--- src/rtl/hazard_ctrl.sv ---
// Hazard control for a 5-stage pipeline with a multi-cycle MDU.
// Detects load-use and MDU-busy hazards, resolves branch/exception flushes,
// and drives write enables and flushes for the PC and the pipeline registers.
module hazard_ctrl #(
  parameter int unsigned MULT_CYCLES = 4,
  parameter int unsigned DIV_CYCLES  = 32
) (
  input  logic        Clk,
  input  logic        Rst,
  input  logic [4:0]  id_rs,
  input  logic [4:0]  id_rt,
  input  logic        id_uses_rs,
  input  logic        id_uses_rt,
  input  logic        id_mdu_rd,
  input  logic        id_mdu_op,
  input  logic        ex_mem_read,
  input  logic [4:0]  ex_rd,
  input  logic        ex_mdu_start,
  input  logic        ex_mdu_is_div,
  input  logic        ex_branch_taken,
  input  logic        exc_req,
  output logic        pc_we,
  output logic        ifid_we,
  output logic        idex_we,
  output logic        exmem_we,
  output logic        memwb_we,
  output logic        ifid_flush,
  output logic        idex_flush,
  output logic        exmem_flush,
  output logic        memwb_flush,
  output logic        mdu_busy,
  output logic [15:0] stall_cnt
);

  typedef enum logic {IDLE, BUSY} state_t;

  state_t     state, state_nx;
  logic [7:0] cnt, cnt_nx;
  logic       lu, mh, stall;

  assign mdu_busy = (state == BUSY);

  // Hazard detection; register $0 never creates a load-use dependency
  always_comb begin
    lu = ex_mem_read && (ex_rd != 5'd0) &&
         ((id_uses_rs && (id_rs == ex_rd)) || (id_uses_rt && (id_rt == ex_rd)));
    mh = mdu_busy && (id_mdu_rd || id_mdu_op);
    stall = Rst && !exc_req && !ex_branch_taken && (lu || mh);
  end

  // MDU next-state: exception blocks a new start but never aborts a running op
  always_comb begin
    state_nx = state;
    cnt_nx   = cnt;
    case (state)
      IDLE: begin
        if (ex_mdu_start && !exc_req) begin
          state_nx = BUSY;
          cnt_nx   = ex_mdu_is_div ? 8'(DIV_CYCLES - 1) : 8'(MULT_CYCLES - 1);
        end
      end
      BUSY: begin
        cnt_nx = cnt - 8'd1;
        if (cnt == 8'd1) state_nx = IDLE;
      end
      default: state_nx = IDLE;
    endcase
  end

  // Write enables and flushes by priority: exception, branch, stall, default
  always_comb begin
    pc_we       = 1'b1;
    ifid_we     = 1'b1;
    idex_we     = 1'b1;
    exmem_we    = 1'b1;
    memwb_we    = 1'b1;
    ifid_flush  = 1'b0;
    idex_flush  = 1'b0;
    exmem_flush = 1'b0;
    memwb_flush = 1'b0;
    if (!Rst) begin
      pc_we    = 1'b0;
      ifid_we  = 1'b0;
      idex_we  = 1'b0;
      exmem_we = 1'b0;
      memwb_we = 1'b0;
    end else if (exc_req) begin
      ifid_flush  = 1'b1;
      idex_flush  = 1'b1;
      exmem_flush = 1'b1;
    end else if (ex_branch_taken) begin
      ifid_flush = 1'b1;
      idex_flush = 1'b1;
    end else if (lu || mh) begin
      pc_we      = 1'b0;
      ifid_we    = 1'b0;
      idex_flush = 1'b1;
    end
  end

  // State, MDU counter and saturating stall counter
  always_ff @(posedge Clk or negedge Rst) begin
    if (!Rst) begin
      state     <= IDLE;
      cnt       <= '0;
      stall_cnt <= '0;
    end else begin
      state <= state_nx;
      cnt   <= cnt_nx;
      if (stall && (stall_cnt != '1)) stall_cnt <= stall_cnt + 16'd1;
    end
  end

endmodule

--- config.mk ---
export PLATFORM = sky130hd
export DESIGN_NAME = hazard_ctrl
export DESIGN_NICKNAME = d
export VERILOG_FILES = /design/src/rtl/hazard_ctrl.sv
export SDC_FILE = /design/constraint.sdc
export NUM_CORES = 1
export LEC_CHECK = 0
export BUFFER_PORTS_ARGS = -buffer_cell sky130_fd_sc_hd__buf_2
export CAP_MARGIN = 10
export CORE_MARGIN = 2
export CORE_UTILIZATION = 45
export CTS_CLUSTER_SIZE = 12
export DETAILED_ROUTE_END_ITERATION = 7
export PLACE_DENSITY = 0.71
export SLEW_MARGIN = 20
export SYNTH_ARGS = -nofsm -noshare
export SYNTH_HDL_FRONTEND = slang
export SYNTH_SLANG_ARGS = --single-unit
--- constraint.sdc ---
create_clock -name Clk -period 2.4 [get_ports Clk]
set_clock_uncertainty 0.05 [all_clocks]
set_input_delay 0.12 -clock Clk [delete_from_list [all_inputs] [get_ports Clk]]
set_output_delay 0.12 -clock Clk [all_outputs]
set_load 0.1 [all_outputs]
==> flow_results.org <==
** Drt
- Dividing the detail-routed wire length by the instance count gives 12.44 um.
- Count of TritonRoute iterations in the first routing pass :: 4
- Using the TritonRoute via totals, the vias-per-cell ratio works out to approximately 5.
- Total number of vias :: 1199
- The first routing iteration left 31 violations.
- Once detail routing completed, the nets flagged for antenna violations numbered 0.
- Wires add up to 2961 um.
- After detailed routing, the number of remaining DRC violations is 0.

** Global route
- Vias in the first global route :: between 1000 and 1500
- Entering global routing, the biggest net connects 19 pins.
- First-pass GRT wire length :: ~4800 um
- Total grt overflow :: 0
- Initial antenna violation count :: 0
- Global routing consumed, over all layers together, 17.67% of the routing resources.

** Layout
- The finished layout holds between 200 and 250 standard cells, fillers aside.
- Area Overhead vs Synth :: 21.23%
- Layout Cell Area excl Fill :: 1729 sq um
- The number of antenna diodes in the final layout is 0.
- For this run, the post-layout net count is about 220.
- Fraction of final layout cells with drive strength greater than 1 :: ~34%

** Timing
- Maximum achievable frequency :: 504.1 MHz
- Setup violations remaining at the end of the flow were counted as 0.
- Fin crit period :: ~2.0 ns
- Unrepaired setup endpoints after global routing :: false
- The number of endpoints with negative hold slack in the final report was 0.
- Final total negative setup slack :: 0 ns
- In the finished design, the share of the clock period the worst path needs comes to 82.66%.
- Worst hold slack after final layout :: roughly 0.12 ns
- Final-report max-slew violation count :: 0

** Power
- Across the VDD grid, the largest voltage drop is between 200 and 300 uV.
- Total power density per cell area :: approximately 850 nW/um^2
- Leak :: between 0.8 and 0.9 nW

** Die
- Die ar. :: about 3600 sq um
- For this configuration, the core starts out at a cell density of between 40% and 50%.
- Number of top-level pins :: 52
- The core region is a little over 3000 sq um.
- Die boundary height :: roughly 60 um
- Row count :: 20
- X dimension of the die :: between 60 and 70 um

** Setup path
- Largest delay contributor family on the critical path :: simple AND/OR/NAND/NOR gates
- Peak per-stage delay on the critical path :: around 0.46 ns
- Type of the setup path with the least slack :: register to register
- Measured in cells, the most critical reg-to-reg path has a length of 6.
- In this run the worst setup path begins at stall_cnt[7].
- Critical path destination :: stall_cnt[1]
- Worst path arrival time :: between 2 and 2.5 ns
- Launch instance of the worst register-to-register path :: stall_cnt[7]
- STA classifies the critical path endpoint as a register.
- Bufs and invs on worst path :: 0
- Setup slack, reg-to-reg :: ~0.42 ns
- By instance count, the cell type seen most on the critical path is sky130_fd_sc_hd__and3_1.
- Largest fanout on the critical path :: 16
- Among all stages on the critical path, the largest delay is contributed by sky130_fd_sc_hd__dfrtp_2.
- The critical path runs through a total of 6 cells.
- Walking the worst path, the cells encountered are and3_1, and2_1, and3_1, nand3_1, and4_4, mux2_2.
- For the worst setup path, the data required time is around 2.6 ns.
- The worst setup path is launched from a register.
- Reg-to-Reg End :: stall_cnt[1]

** Clocking
- CTS tree :: yes
- Number of clock buffers inserted by TritonCTS :: 3
- Clock root buffer :: sky130_fd_sc_hd__clkbuf_4
- Deepest clock path buffer count :: 2
- In this run the number of H-tree levels came out at 1.
- Clock-pin slew was measured on the worst setup and hold paths at between 0.1 and 0.15 ns.
- Clock Sinks :: 25
- Number of buffers inserted by post-CTS setup repair :: 0
- Clk Latency, worst-skew pair :: between 0.3 and 0.4 ns
- Total of cells resized after clock tree synthesis :: 0

** Synthesis
- Synthesis handed over a netlist of between 100 and 150 instances.
- Share of the synthesized area in compound gates (AO/OA/AOI/OAI) :: approximately 8.7%
- Synth area leader :: sky130_fd_sc_hd__dfrtp_1
- Dominant combinational cell family by area after synthesis :: simple AND/OR/NAND/NOR gates
- Top area cells in the synthesized netlist :: sky130_fd_sc_hd__dfrtp_1, sky130_fd_sc_hd__xnor2_1, sky130_fd_sc_hd__xor2_1
- Warning count from the yosys run :: 0
- Post-Synthesis Net Count :: roughly 170
- Summing the areas of all xor and xnor instances in the mapped netlist gives roughly 15% of the synthesized area.
- Flops & latches, synth :: 25
- Summing the areas of all and, or, nand and nor instances in the mapped netlist gives a little over a fifth of the synthesized area.
- Sequential cell area fraction in the yosys report :: a little over two fifths
- Yosys cell types :: 39
- Post-synthesis mux area share :: roughly 1.5%
- Averaged over all synthesized cells, the footprint is about 9.8 sq um.
- Counting flops with an async set or reset pin after synthesis yields a share of between 90% and 100%.
- The synthesized design contains 0 enable-type register cells.
- The most used flip-flop cell after synthesis is sky130_fd_sc_hd__dfrtp_1.
- Post-synthesis cell area :: 1426 sq um
- Of the total synthesized cell area, the portion taken by full adders, half adders and majority gates is 2.632%.
- Summed over its instances, the top area cell type makes up between 40% and 50% of the synthesized netlist area.

** Worst hold path
- Class of the most critical hold timing path :: input pin to register

** Run
- Across the run, the number of max-cap violations was 0.

** Placed design
- Dpl cells :: 233
- At the end of routability-driven placement, the weighted congestion stood at approximately 0.8.
- In this run the cell area measured after placement is 1692 sq um.
- Quantity of I/O buffers inserted on ports :: 50
- The wire-length estimate of the detail-placed layout is 2285 um.

** Run status
- Status :: finished clean
[what timing repair did]
item	CTS	global route
setup endpoints to repair	0	0
hold buffers	1	0
hold endpoints to repair	9	0
[sequential cells by signal (all words and copies together), names as in the netlist]
signal,count
stall_cnt,16
cnt,8
mdu_busy,1
[stage by stage]
| step | total power (W) | util, % | setup WS, ns |
|---|---|---|---|
| final | 0.001466 | 57.11 | 0.4163 |
| after global placement | 0.001270 | 55.87 | 0.4837 |
| after CTS | 0.001484 | 57.11 | 0.4294 |
| after detailed placement | 0.001293 | 55.87 | 0.4196 |
| after global routing | 0.001561 | 57.11 | 0.3045 |
| after floorplan | 0.001159 | - | 0.01184 |
[metal layers]
| layer | track usage [%] | vias up | wire, um |
|---|---|---|---|
| met4 | 8.571 | 0 | 40 |
| met2 | 30.28 | 47 | 1443 |
| met5 | 0 | - | 0 |
| met3 | 2.165 | 2 | 157 |
| li1 | - | 599 | - |
| met1 | 21.92 | 551 | 1320 |
[synth_stat cells, types with 3 or more instances]
cell / n
sky130_fd_sc_hd__xnor2_1: 16
sky130_fd_sc_hd__o21ai_0: 3
sky130_fd_sc_hd__nor2_1: 11
sky130_fd_sc_hd__nand3_1: 8
sky130_fd_sc_hd__dfrtp_1: 25
sky130_fd_sc_hd__xor2_1: 9
sky130_fd_sc_hd__nor3_1: 5
sky130_fd_sc_hd__inv_1: 6
sky130_fd_sc_hd__nand2_1: 8
sky130_fd_sc_hd__a21oi_1: 5
sky130_fd_sc_hd__buf_4: 5
sky130_fd_sc_hd__nand4_1: 5
sky130_fd_sc_hd__and3_1: 4
sky130_fd_sc_hd__ha_1: 3
[tightest hold or removal path: cells and delay by family]
| kind | cells | cell delay (ns) |
|---|---|---|
| simple gates | 2 | 0.23 |
| buf+inv | 1 | 0.08 |
[worst min-delay path by stage]
| stage | startpoint | to | slack, ns | cells past startpoint |
|---|---|---|---|---|
| floorplan | Rst | cnt[0] | -0.23 | 0 |
| global placement | Rst | cnt[3] | -0.02 | 1 |
| detailed placement | Rst | cnt[4] | -0.004 | 1 |
| CTS | ex_mdu_is_div | cnt[4] | 0.1 | 3 |
| global route | ex_mdu_is_div | cnt[4] | 0.16 | 3 |
| finish | ex_mdu_is_div | cnt[4] | 0.12 | 3 |
[cells by family (layout without fill, tap and decap cells)]
logic type	after synthesis	after routing
other cells	1	1
mux	2	2
fa+ha+maj	3	3
compound gates	19	19
buf+inv	14	63
simple gates	56	56
xor+xnor	25	25
flops	25	25
[layout by cell type (no fill, tap or decap), types with 2 or more instances in the layout]
cell type                  instances
sky130_fd_sc_hd__buf_2            50
sky130_fd_sc_hd__dfrtp_1          20
sky130_fd_sc_hd__xnor2_1          16
sky130_fd_sc_hd__nor2_1           11
sky130_fd_sc_hd__xor2_1            9
sky130_fd_sc_hd__nand2_1           8
sky130_fd_sc_hd__nand3_1           8
sky130_fd_sc_hd__inv_1             6
sky130_fd_sc_hd__nand4_1           5
sky130_fd_sc_hd__nor3_1            5
sky130_fd_sc_hd__a21oi_1           5
sky130_fd_sc_hd__dfrtp_2           5
sky130_fd_sc_hd__and3_1            4
sky130_fd_sc_hd__o21ai_0           3
sky130_fd_sc_hd__ha_1              3
sky130_fd_sc_hd__clkbuf_4          3
sky130_fd_sc_hd__nor4_1            2
sky130_fd_sc_hd__and2_1            2
sky130_fd_sc_hd__nor2b_1           2
sky130_fd_sc_hd__nand2b_1          2
sky130_fd_sc_hd__o211ai_1          2
sky130_fd_sc_hd__or3_1             2
sky130_fd_sc_hd__a311oi_1          2
sky130_fd_sc_hd__buf_4             2
[power breakdown]
part | internal, W | switching [W] | leakage (nW)
registers | 0.000523 | 0.000104 | 0.312
logic | 0.000175 | 0.000481 | 0.483
clock network | 0.0000622 | 0.000121 | 0.0177
[layout make-up]
cell class,count,area (sq um)
clock inverter,1,5.005
fill,279,1299
clock buffer,3,22.52
tap,44,55.05
timing repair buffer,53,275.3
multi-input combinational,106,716.9
sequential,25,631.9
inverter,6,22.52
Note: power is estimated with default switching activity, not from simulation.
